File: config.mk
export PLATFORM = sky130hd
export DESIGN_NAME = mole_round_sequencer
export DESIGN_NICKNAME = d
export VERILOG_FILES = /design/src/rtl/mole_round_sequencer.sv
export SDC_FILE = /design/constraint.sdc
export NUM_CORES = 1
export LEC_CHECK = 0
export BUFFER_PORTS_ARGS = -buffer_cell sky130_fd_sc_hd__buf_2
export CAP_MARGIN = 20
export CELL_PAD_IN_SITES_DETAIL_PLACEMENT = 0
export CELL_PAD_IN_SITES_GLOBAL_PLACEMENT = 1
export CORE_MARGIN = 2
export CORE_UTILIZATION = 45
export CTS_CLUSTER_SIZE = 40
export DETAILED_ROUTE_END_ITERATION = 12
export PLACE_DENSITY = 0.75
export SYNTH_ARGS = -nofsm -noshare
export SYNTH_HDL_FRONTEND = slang
export SYNTH_SLANG_ARGS = --single-unit
File: constraint.sdc
create_clock -name clk -period 4.9 [get_ports clk]
set_input_delay 0.98 -clock clk [delete_from_list [all_inputs] [get_ports clk]]
set_output_delay 0.98 -clock clk [all_outputs]
set_load 0.03 [all_outputs]
File: src/rtl/mole_round_sequencer.sv
// Whack-a-mole round controller: GAP/SHOW scheduling, hit/timeout judging, score, lives and level ramp.
// Optional MOLE_NOREPEAT_EN: never light the same segment on two consecutive moles.
module mole_round_sequencer #(
    parameter int unsigned WINDOW_INIT   = 1000000,
    parameter int unsigned WINDOW_STEP   = 62500,
    parameter int unsigned WINDOW_MIN    = 250000,
    parameter int unsigned GAP_CYCLES    = 100000,
    parameter int unsigned LEVEL_UP_HITS = 4,
    parameter int unsigned MAX_MISSES    = 3
) (
    input  logic       clk,
    input  logic       rst,
    input  logic       start,
    input  logic [2:0] rand_seg,
    input  logic [7:0] btn_rise,
    output logic       mole_valid,
    output logic [2:0] mole_seg,
    output logic       hit_strobe,
    output logic       miss_strobe,
    output logic [7:0] score,
    output logic [1:0] misses,
    output logic [3:0] level,
    output logic       game_over
);

    typedef enum logic [1:0] {S_IDLE, S_GAP, S_SHOW, S_OVER} state_t;

    localparam logic [23:0] WIN_INIT_L = 24'(WINDOW_INIT);
    localparam logic [23:0] WIN_STEP_L = 24'(WINDOW_STEP);
    localparam logic [23:0] WIN_MIN_L  = 24'(WINDOW_MIN);
    localparam logic [24:0] WIN_SUM_L  = 25'(WINDOW_MIN) + 25'(WINDOW_STEP);
    localparam logic [23:0] GAP_LOAD_L = 24'(GAP_CYCLES - 1);
    localparam logic [7:0]  LVL_LAST_L = 8'(LEVEL_UP_HITS - 1);
    localparam logic [1:0]  MISS_MAX_L = 2'(MAX_MISSES);

    state_t      r_state;
    logic [23:0] r_timer;
    logic [23:0] r_window;
    logic [7:0]  r_lvl_hits;
    logic        r_mole_valid;
    logic [2:0]  r_mole_seg;
    logic        r_hit_strobe;
    logic        r_miss_strobe;
    logic [7:0]  r_score;
    logic [1:0]  r_misses;
    logic [3:0]  r_level;
    logic        r_game_over;

    logic [2:0]  w_cand;
    logic [2:0]  w_next_seg;
    logic        w_hit;
    logic [1:0]  w_misses_inc;
    logic [23:0] w_window_dec;

    assign w_cand       = (rand_seg == 3'd7) ? 3'd0 : rand_seg;
    assign w_hit        = btn_rise[r_mole_seg];
    assign w_misses_inc = r_misses + 2'd1;
    // Shrink by one step but clamp at the floor without wrapping below zero.
    assign w_window_dec = ({1'b0, r_window} >= WIN_SUM_L) ? (r_window - WIN_STEP_L) : WIN_MIN_L;

`ifdef MOLE_NOREPEAT_EN
    logic r_shown;
    assign w_next_seg = (r_shown && (w_cand == r_mole_seg))
                        ? ((w_cand == 3'd6) ? 3'd0 : w_cand + 3'd1) : w_cand;
`else
    assign w_next_seg = w_cand;
`endif

    always_ff @(posedge clk or posedge rst) begin
        if (rst) begin
            r_state       <= S_IDLE;
            r_timer       <= '0;
            r_window      <= WIN_INIT_L;
            r_lvl_hits    <= '0;
            r_mole_valid  <= 1'b0;
            r_mole_seg    <= '0;
            r_hit_strobe  <= 1'b0;
            r_miss_strobe <= 1'b0;
            r_score       <= '0;
            r_misses      <= '0;
            r_level       <= '0;
            r_game_over   <= 1'b0;
`ifdef MOLE_NOREPEAT_EN
            r_shown       <= 1'b0;
`endif
        end else begin
            r_hit_strobe  <= 1'b0;
            r_miss_strobe <= 1'b0;
            case (r_state)
                S_IDLE, S_OVER: begin
                    if (start) begin
                        r_score     <= '0;
                        r_misses    <= '0;
                        r_level     <= '0;
                        r_lvl_hits  <= '0;
                        r_window    <= WIN_INIT_L;
                        r_timer     <= GAP_LOAD_L;
                        r_game_over <= 1'b0;
                        r_state     <= S_GAP;
`ifdef MOLE_NOREPEAT_EN
                        r_shown     <= 1'b0;
`endif
                    end
                end
                S_GAP: begin
                    if (r_timer == '0) begin
                        r_mole_seg   <= w_next_seg;
                        r_timer      <= r_window - 24'd1;
                        r_mole_valid <= 1'b1;
                        r_state      <= S_SHOW;
`ifdef MOLE_NOREPEAT_EN
                        r_shown      <= 1'b1;
`endif
                    end else begin
                        r_timer <= r_timer - 24'd1;
                    end
                end
                S_SHOW: begin
                    // A press landing on the timeout cycle still wins as a hit.
                    if (w_hit) begin
                        r_hit_strobe <= 1'b1;
                        r_mole_valid <= 1'b0;
                        if (r_score != 8'hFF) r_score <= r_score + 8'd1;
                        if (r_lvl_hits == LVL_LAST_L) begin
                            r_lvl_hits <= '0;
                            r_window   <= w_window_dec;
                            if (r_level != 4'hF) r_level <= r_level + 4'd1;
                        end else begin
                            r_lvl_hits <= r_lvl_hits + 8'd1;
                        end
                        r_timer <= GAP_LOAD_L;
                        r_state <= S_GAP;
                    end else if (r_timer == '0) begin
                        r_miss_strobe <= 1'b1;
                        r_mole_valid  <= 1'b0;
                        r_misses      <= w_misses_inc;
                        if (w_misses_inc == MISS_MAX_L) begin
                            r_game_over <= 1'b1;
                            r_state     <= S_OVER;
                        end else begin
                            r_timer <= GAP_LOAD_L;
                            r_state <= S_GAP;
                        end
                    end else begin
                        r_timer <= r_timer - 24'd1;
                    end
                end
                default: r_state <= S_IDLE;
            endcase
        end
    end

    assign mole_valid  = r_mole_valid;
    assign mole_seg    = r_mole_seg;
    assign hit_strobe  = r_hit_strobe;
    assign miss_strobe = r_miss_strobe;
    assign score       = r_score;
    assign misses      = r_misses;
    assign level       = r_level;
    assign game_over   = r_game_over;

endmodule

==> results by group <==
Run status
  • Status: finished, final reports clean

Critical path
  • Critical Path Start: r_timer[0]$_DFFE_PP0P_
  • Crit path kind: flop to flop
  • Startpoint of the worst register-to-register path: r_timer[0]$_DFFE_PP0P_
  • Setup crit start kind: flop
  • WP data required: 5190 ps
  • Worst path arrival time: 3450 ps
  • Worst setup EP type: flop
  • Largest fanout on the critical path: 12

Die
  • Row count: 38
  • Starting Density: 46.6%
  • Die Area: 12200 um2
  • Io pins: 35
  • Core area: 10900 um2
  • Die height: 110 um
  • Die X: 110 um

Timing
  • Final min period: 3170 ps
  • Achievable Freq: 316 MHz
  • RSZ-0062 raised after global routing: false
  • Clock skew: 10.6 ps
  • Setup violators final: 0
  • Final Hold Violating Endpoints: 0
  • Crit share post-route: 64.6%
  • Slew @ Worst Pin: 959 ps
  • Slew Limit Fails: 0
  • Final TNS setup: 0 ps
  • Max transition margin: 35.6%

Clock tree
  • Clock tree root driver cell: clkbuf_16
  • TritonCTS clock tree: built
  • Clock transition at path regs: 60 ps
  • Worst-skew pair later-pin latency: 350 ps
  • H-Tree Depth: 3
  • Total CTS buffers: 9
  • Post-CTS Hold Buffers: 0
  • Clock buffer depth: 2
  • Clock sink total: 77
  • Post-CTS Setup Bufs: 0
  • Post-CTS resize count: 0

Power
  • Pwr per Cell Area: 408 nW/um2
  • Total power: 2310 uW
  • Max VDD drop: 0.310 mV
  • Leakage: 0.00236 uW

Layout
  • Layout fillers: 1055
  • Fraction of layout cells with a size suffix above 1: 12.1%
  • Area grow syn2layout: 11.2%
  • Final net count: 649
  • Inserted Diodes: 0

Logic synthesis
  • Seq/Total Area, Yosys: 38.0%
  • Yosys warns: 0
  • Top FF cell, synth: dfrtp_1
  • Post-Syn Nets: 631
  • Yosys top cell by area: dfrtp_1
  • Async set-or-reset flop fraction in the synthesized netlist: 100%
  • Share of the synthesized area in the top cell type: 34.4%
  • Post-Syn Instances: 606
  • Synth Cell Area: 5090 um2
  • Yosys cell types: 64
  • Synth area leaders: dfrtp_1, o21ai_0, nor2_1
  • Mean Syn Cell Area: 8.40 um2
  • Synth Register Bits: 77
  • Post-synth EDFFs: 0

GRT
  • Total Routing Usage GR: 25.1%
  • First-pass GRT wire length: 23300 um
  • GR Overflow Total: 0
  • Number of antenna violations at the first check in global routing: 0
  • Largest net degree at the start of global routing: 58
  • Vias in the first global route: 4514

Drt
  • 1st-iter DRT viols: 369
  • Post-Route WL: 14600 um
  • Antenna-violating nets left: 0
  • Routed WL per cell: 19.0 um
  • Via count: 4750
  • Vias/cell: 6.18
  • DRT Pass-1 Iters: 5
  • DRC viols: 0

Run
  • Maximum capacitance violations: 0

Hold path
  • Hold Crit Class: flop to flop
  • Hold Startpoint: r_lvl_hits[7]$_DFFE_PP0P_

Placement
  • IO Port Bufs: 34
  • RD Place Congestion: 0.801
  • HPWL after detailed placement: 10300 um
## worst max-delay path: stages, from the launching register on
cell and delay [ps]:
dfrtp_1 400, inv_1 80, ha_1 240, or3b_1 510, nor4_4 420, and3_1 590
nand2_1 320, o32ai_1 350, a22o_1 180
## state kept, by name, indices dropped and copies added, names as in the netlist, 2 cells and up
signal and count:
mole_seg 3, r_state 2, score 8, level 4, r_window 22, r_timer 24, misses 2, r_lvl_hits 8
## cell type report
type | count | area [um2] | area share (%)
clock inverter | 3 | 45.0 | 0.796
sequential | 77 | 1940 | 34.2
multi-input combinational | 470 | 2920 | 51.6
tap | 140 | 175 | 3.09
timing repair buffer | 40 | 235 | 4.15
inverter | 26 | 98.8 | 1.75
clock buffer | 13 | 250 | 4.42
## where the power goes
group	total, uW	internal [uW]	leakage (uW)	switching (uW)
clock network	690	410	0.000136	281
registers	835	719	0.00100	116
logic	783	279	0.00122	504
total	2310	1410	0.00236	901
## cells in the final DEF, fill, tap and decap left out, types with 6 or more instances in the layout
cell type and count:
a21oi_1 29, clkbuf_16 9, and3_1 7, a31oi_1 9, xnor2_1 15, a221o_1 8, nand4_1 8, ha_1 11
inv_1 25, xor2_1 7, o21ai_0 68, nand2_1 46, nor4_1 8, a21o_1 7, dfrtp_1 70, a22o_1 9
o31ai_1 14, or4_1 15, or3_1 13, nand3_1 21, dfstp_2 7, nor3b_1 6, nor3_1 17, buf_2 34
nand2b_1 9, nor2_1 60
## per-layer routing
layer / global-route usage (%) / wire length [um] / vias up
met5: 0 / 0 / -
met4: 10.9 / 303 / 0
met3: 3.94 / 715 / 26
met2: 37.9 / 6570 / 128
met1: 35.6 / 7000 / 2304
li1: - / - / 2292
## synth_stat cells, drive strengths merged (8+ instances only)
cell type  number
o21ai          72
dfrtp          70
nor2           60
nand2          46
a21oi          29
clkbuf         28
inv            26
nand3          21
nor3           18
or4            17
xnor2          15
o31ai          14
or3            13
ha             11
nor4           11
a22o            9
a31oi           9
nand2b          9
a221o           8
nand4           8
## cell families after synthesis
group / Yosys count / share of synthesized area [%]
buffers and inverters: 59 / 4.62
xor gates and xnor gates: 22 / 3.78
DFF: 77 / 38.0
muxes: 6 / 1.28
AOI/OAI and AO/OA: 200 / 25.8
and+or+nand+nor: 231 / 23.8
adders and majority gates: 11 / 2.70
## through the flow
step	area (um2)	utilization [%]	setup slack, ps	hold slack [ps]	std cells
after global placement	5340	48.8	1520	469	752
after CTS	5630	51.5	1760	487	768
after global routing	5660	51.8	1520	503	769
after floorplan	5090	-	1960	445	606
final	5660	51.8	1730	484	769
after detailed placement	5340	48.8	1430	470	752
## path summary, 6_finish.rpt
path	to	slack, ps	depth (start not counted)
min	r_lvl_hits[7]$_DFFE_PP0P_	480	1
max	r_timer[21]$_DFFE_PP0P_	1730	8
max reg2reg	r_timer[21]$_DFFE_PP0P_	1730	8
min in group asynchronous	r_lvl_hits[0]$_DFFE_PP0P_	520	2
min reg2reg	r_lvl_hits[7]$_DFFE_PP0P_	480	1
max in group asynchronous	r_timer[21]$_DFFE_PP0P_	3510	4
Note: power is estimated with default switching activity, not from simulation.
